[src/rtl/dmem_responder.sv]
// dmem_responder
//
// Data-memory responder for the RISC-V core. It accepts one word load/store
// request over a valid/ready handshake and waits LATENCY cycles. It then
// commits the access against an internal word array and presents the
// response over a second valid/ready handshake until the core takes it.
//
// Parameters
//   DEPTH_WORDS : number of 32-bit words (power of two, >= 4)
//   LATENCY     : wait cycles between acceptance and response (0..15)
//
// Ports
//   clk        in   clock, all state updates on the rising edge
//   reset_n    in   asynchronous active-low reset (memory is not cleared)
//   req_valid  in   request present
//   req_ready  out  responder can accept a request (only in IDLE)
//   req_we     in   1 = store, 0 = load
//   req_addr   in   byte address; word index is addr[$clog2(DEPTH)+1:2]
//   req_wdata  in   store data
//   rsp_valid  out  response present (only in RESP)
//   rsp_ready  in   core accepts response
//   rsp_rdata  out  load data, 0 for stores
//   rsp_err    out  misaligned-access flag
//
// Optional feature macro: DMEM_MISALIGN_ERR_EN
//   defined   : addr[1:0] != 0 raises rsp_err, suppresses the store and
//               returns 0 for the load; timing is unchanged.
//   undefined : addr[1:0] is ignored and rsp_err is always 0.

module dmem_responder #(
  parameter int DEPTH_WORDS = 64,
  parameter int LATENCY     = 2
) (
  input  logic        clk,
  input  logic        reset_n,
  input  logic        req_valid,
  output logic        req_ready,
  input  logic        req_we,
  input  logic [31:0] req_addr,
  input  logic [31:0] req_wdata,
  output logic        rsp_valid,
  input  logic        rsp_ready,
  output logic [31:0] rsp_rdata,
  output logic        rsp_err
);

  localparam int IdxW = $clog2(DEPTH_WORDS);
  localparam logic [3:0] LatCnt = 4'(LATENCY);

  typedef enum logic [1:0] {
    IDLE = 2'd0,
    WAIT = 2'd1,
    RESP = 2'd2
  } state_e;

  state_e            state_q, state_d;
  logic [3:0]        cnt_q, cnt_d;
  logic              we_q, we_d;
  logic [IdxW-1:0]   idx_q, idx_d;
  logic [31:0]       wdata_q, wdata_d;
  logic [31:0]       rdata_q, rdata_d;
  logic              err_q, err_d;
  logic              accept;
  logic              commit;
  logic              suppress;
  logic              memWe;
  logic              unusedAddr;

  logic [31:0]       mem_q [DEPTH_WORDS];

  assign accept = (state_q == IDLE) && req_valid;
  // The access commits on the edge that leaves WAIT. A request therefore
  // always spends at least one cycle in WAIT, which places rsp_valid one
  // cycle after acceptance even when LATENCY is zero.
  assign commit = (state_q == WAIT) && (cnt_q == 4'd0);

`ifdef DMEM_MISALIGN_ERR_EN
  logic mis_q, mis_d;

  assign suppress   = mis_q;
  assign mis_d      = accept ? (req_addr[1:0] != 2'b00) : mis_q;
  assign unusedAddr = ^req_addr[31:IdxW+2];

  always_ff @(posedge clk or negedge reset_n) begin
    if (!reset_n) mis_q <= 1'b0;
    else          mis_q <= mis_d;
  end
`else
  assign suppress   = 1'b0;
  assign unusedAddr = ^{req_addr[31:IdxW+2], req_addr[1:0]};
`endif

  // State register.
  always_ff @(posedge clk or negedge reset_n) begin
    if (!reset_n) state_q <= IDLE;
    else          state_q <= state_d;
  end

  // Next-state logic.
  always_comb begin
    state_d = state_q;
    unique case (state_q)
      IDLE:    if (req_valid)        state_d = WAIT;
      WAIT:    if (cnt_q == 4'd0)    state_d = RESP;
      RESP:    if (rsp_ready)        state_d = IDLE;
      default:                       state_d = IDLE;
    endcase
  end

  // Handshake outputs come straight from the registered state.
  always_comb begin
    req_ready = (state_q == IDLE);
    rsp_valid = (state_q == RESP);
  end

  // Request latch, wait counter and response data.
  always_comb begin
    cnt_d   = cnt_q;
    we_d    = we_q;
    idx_d   = idx_q;
    wdata_d = wdata_q;
    rdata_d = rdata_q;
    err_d   = err_q;
    if (accept) begin
      cnt_d   = LatCnt;
      we_d    = req_we;
      idx_d   = req_addr[IdxW+1:2];
      wdata_d = req_wdata;
    end else if ((state_q == WAIT) && (cnt_q != 4'd0)) begin
      cnt_d = cnt_q - 4'd1;
    end
    if (commit) begin
      rdata_d = (we_q || suppress) ? 32'd0 : mem_q[idx_q];
      err_d   = suppress;
    end
  end

  always_ff @(posedge clk or negedge reset_n) begin
    if (!reset_n) begin
      cnt_q   <= 4'd0;
      we_q    <= 1'b0;
      idx_q   <= '0;
      wdata_q <= 32'd0;
      rdata_q <= 32'd0;
      err_q   <= 1'b0;
    end else begin
      cnt_q   <= cnt_d;
      we_q    <= we_d;
      idx_q   <= idx_d;
      wdata_q <= wdata_d;
      rdata_q <= rdata_d;
      err_q   <= err_d;
    end
  end

  // Word array keeps its contents across reset; a store only lands on its
  // commit edge, so a reset during WAIT drops it.
  assign memWe = commit && we_q && !suppress;

  always_ff @(posedge clk) begin
    if (memWe) mem_q[idx_q] <= wdata_q;
  end

  assign rsp_rdata = rdata_q;
  assign rsp_err   = err_q;

endmodule
[config.mk]
export PLATFORM = sky130hd
export DESIGN_NAME = dmem_responder
export DESIGN_NICKNAME = d
export VERILOG_FILES = /design/src/rtl/dmem_responder.sv
export SDC_FILE = /design/constraint.sdc
export NUM_CORES = 2
export LEC_CHECK = 0
export ABC_AREA = 1
export CAP_MARGIN = 20
export CORE_AREA = 2 2 413 415
export CTS_CLUSTER_SIZE = 28
export DETAILED_ROUTE_END_ITERATION = 16
export DIE_AREA = 0 0 415 417
export PLACE_DENSITY = 0.69
export SLEW_MARGIN = 20
export SYNTH_ARGS = -nofsm -noshare
export SYNTH_HDL_FRONTEND = slang
export SYNTH_SLANG_ARGS = --single-unit
[constraint.sdc]
create_clock -name clk -period 8.19 [get_ports clk]
set_clock_uncertainty 0.05 [all_clocks]
set_input_delay 1.2285 -clock clk [delete_from_list [all_inputs] [get_ports clk]]
set_output_delay 1.2285 -clock clk [all_outputs]
set_load 0.02 [all_outputs]
==> flow_summary.json <==
{
  "fin_crit_sh_pct": 59.0,
  "die_height_um": 417,
  "swShare_pct": 37.7,
  "cp_slowest_stage_delay_ns": 0.78,
  "htree_levels": 4,
  "layout_common_cells": "nand2_1 (5925), edfxtp_1 (2048), clkbuf_16 (213)",
  "slowest_stage": "buf_4",
  "dieWidth_um": 415,
  "cts-hold-fix-buffers": 0,
  "syn_inst": 8728,
  "clock_latency_ns": 0.80,
  "layout_commonest_cell": "nand2_1",
  "synth_top_area_share_pct": 69.3,
  "p_switching_mw": 13.1,
  "comb_power_share_pct": 31.3,
  "num_vias": 59615,
  "critPathLaunchType": "flop",
  "hold_path.class": "input port to asynchronous set/reset pin",
  "worstSetupPathType": "flop to flop",
  "setup_violations": 0,
  "netlist_area_mm2": 0.0887,
  "wl_met2_mm": 106,
  "clkTransAtPathRegs_ns": 0.06,
  "vias_per_cell": 5.37,
  "worstPathCellList": "inv_8 -> buf_4 -> buf_12 -> nand2_1 -> nand2_1 -> nand2_1 -> nand2_1 -> nand2_1 -> nand2_1 -> nand2_1 -> nand2_1 -> nor2_1 -> nand2_1 -> nand2_1 -> nand2_1",
  "power_density_mw_per_mm2": 351,
  "wl_met1_mm": 91.1,
  "crit_arrival_ns": 5.50,
  "core.rowCount": 151,
  "ioPinCount": 104,
  "grt_max_degree": 220,
  "synth_top_area_cell": "edfxtp_1",
  "grt_first_pass_wirelength_mm": 340,
  "antenna_found_initial": 2,
  "p_seq_share_pct": 42.0,
  "max-cap-violations": 0,
  "synth_area_leaders": "edfxtp_1 (69%), nand2_1 (25%), dfrtp_1 (2.2%), buf_2 (1.5%), nor2_1 (0.61%)",
  "grt_pass1_vias": 56497,
  "gp_congestion": 0.848,
  "clkPwrFrac_pct": 26.7,
  "yosysUniqueCellTypes": 23,
  "tritoncts": "done",
  "drc_errors": 0,
  "end_kind": "flop",
  "start_util_pct": 52.6,
  "wirelength_mm": 227,
  "track_usage_pct": 26.0,
  "ys_ff_latch": 2125,
  "drtAntennaViolNets": 0,
  "rr_startpoint": "idx_q[0]$_DFFE_PN0P_",
  "p_int_mw": 21.6,
  "cts-buffers-inserted": 207,
  "post_cts_buffers": 0,
  "ir_drop_v": 0.000427,
  "worst_pin_slew_ns": 1.21,
  "required_ns": 8.86,
  "top_layer": "met4",
  "timing.hold.ws_ns": 0.364,
  "die_area_mm2": 0.173,
  "slew_violations": 0,
  "drt_iter0_markers": 6279,
  "cts_sinks": 2125,
  "final.min_clock_period_ns": 4.83,
  "nets": 8786,
  "dr.pass1.iters": 6,
  "cp_common_cell": "nand2_1",
  "syn_area_per_cell_um2": 10.2,
  "cts_resized": 0,
  "core_mm2": 0.169,
  "cts-root-buf": "clkbuf_16",
  "cts_buffer_depth": 3,
  "synth.net_count": 8799,
  "drive_above_1_share_pct": 6.14,
  "leakagePower_nw": 41.4,
  "rsz0062_at_grt": "false",
  "tns_ns": 0,
  "hpwlAfterDp_mm": 120,
  "yosysSeqAreaShare_pct": 71.5,
  "wl_per_cell_um": 20.5,
  "yosys_warnings": 0,
  "relSlewSlack_pct": 19.5,
  "syn_to_final_growth_pct": 11.3,
  "fmax_ghz": 0.207,
  "crit_start": "idx_q[0]$_DFFE_PN0P_",
  "grt_overflow": 0,
  "wl_met3_mm": 22.3,
  "status": "finished, final reports clean",
  "critPathMaxFanout": 219,
  "hold_viol": 0,
  "port_buffers": 76
}
==> critical path, delay by kind of cell, from the launching register on <==
family                 cells  cell delay (ns)
buffers and inverters      3             2.09
AND/OR/NAND/NOR           12             1.32
flip-flops                 1             0.75
==> flip-flops by register name, summed over array words and instances (netlist names) <==
| register | flops |
|---|---|
| rsp_rdata | 32 |
| mem_q | 2048 |
| wdata_q | 32 |
| idx_q | 6 |
| cnt_q | 4 |
| state_q | 2 |
| we_q | 1 |
==> per-layer routing <==
metal | track usage (%) | vias up
met5 | 0 | -
met4 | 9.22 | 0
met3 | 4.78 | 404
met2 | 41.9 | 2713
met1 | 35.7 | 28406
li1 | - | 28092
==> logic make-up (layout without fill, tap and decap cells) <==
| logic type | after synthesis | after routing | synth area share, % |
|---|---|---|---|
| compound gates | 28 | 28 | 0.181 |
| fa+ha+maj | 2 | 2 | 0.0282 |
| buf+inv | 469 | 630 | 2.38 |
| flops | 2125 | 2125 | 71.5 |
| other cells | 1 | 2 | 0.00423 |
| simple gates | 6103 | 6103 | 25.9 |
==> power groups by stage <==
stage	registers [mW]	clock network [mW]	logic, mW
after CTS	14.5	9.34	10.8
after floorplan	14.7	0	6.90
final	14.6	9.26	10.8
after global routing	14.6	9.77	12.1
after detailed placement	14.8	0	10.7
after global placement	14.7	0	10.5
==> Yosys cell counts, drive strengths merged <==
library cell  count
nand2          5925
edfxtp         2048
buf             308
nor2            145
clkbuf          124
dfrtp            77
inv              37
nand3            18
o21ai            18
nor3              9
o211ai            7
or2               5
a21oi             2
ha                2
conb              1
nand4             1
o31ai             1
==> worst paths after layout <==
path / depth (start not counted) / slack (ns) / endpoint
max: 15 / 3.36 / rsp_rdata[4]$_DFFE_PN0P_
min: 1 / 0.36 / rsp_rdata[31]$_DFFE_PN0P_
max reg2reg: 15 / 3.36 / rsp_rdata[4]$_DFFE_PN0P_
min reg2reg: 1 / 0.41 / cnt_q[3]$_DFFE_PN0P_
max in group asynchronous: 2 / 6.44 / wdata_q[15]$_DFFE_PN0P_
min in group clk: 1 / 0.41 / cnt_q[3]$_DFFE_PN0P_
==> stage by stage <==
stage,setup slack (ns),area [um^2],power (mW),utilization [%],std cells
floorplan,4.92,88700,21.6,-,8728
global placement,3.49,92000,25.3,54.6,10720
detailed placement,3.50,92100,25.5,54.6,10724
CTS,3.47,98700,34.7,58.5,11107
global route,3.08,98700,36.5,58.6,11107
finish,3.36,98700,34.7,58.6,11108
==> final cells by class <==
cell class | count | area, um^2
fillers | 13594 | 69800
flip-flops and latches | 2125 | 63500
multi-input cells | 6134 | 23700
clock buffers | 292 | 5840
well taps | 2218 | 2780
repair buffers | 210 | 1920
clock inverters | 91 | 749
inverters | 37 | 161
diodes | 1 | 2.50
Power figures use the tool's default switching activity.
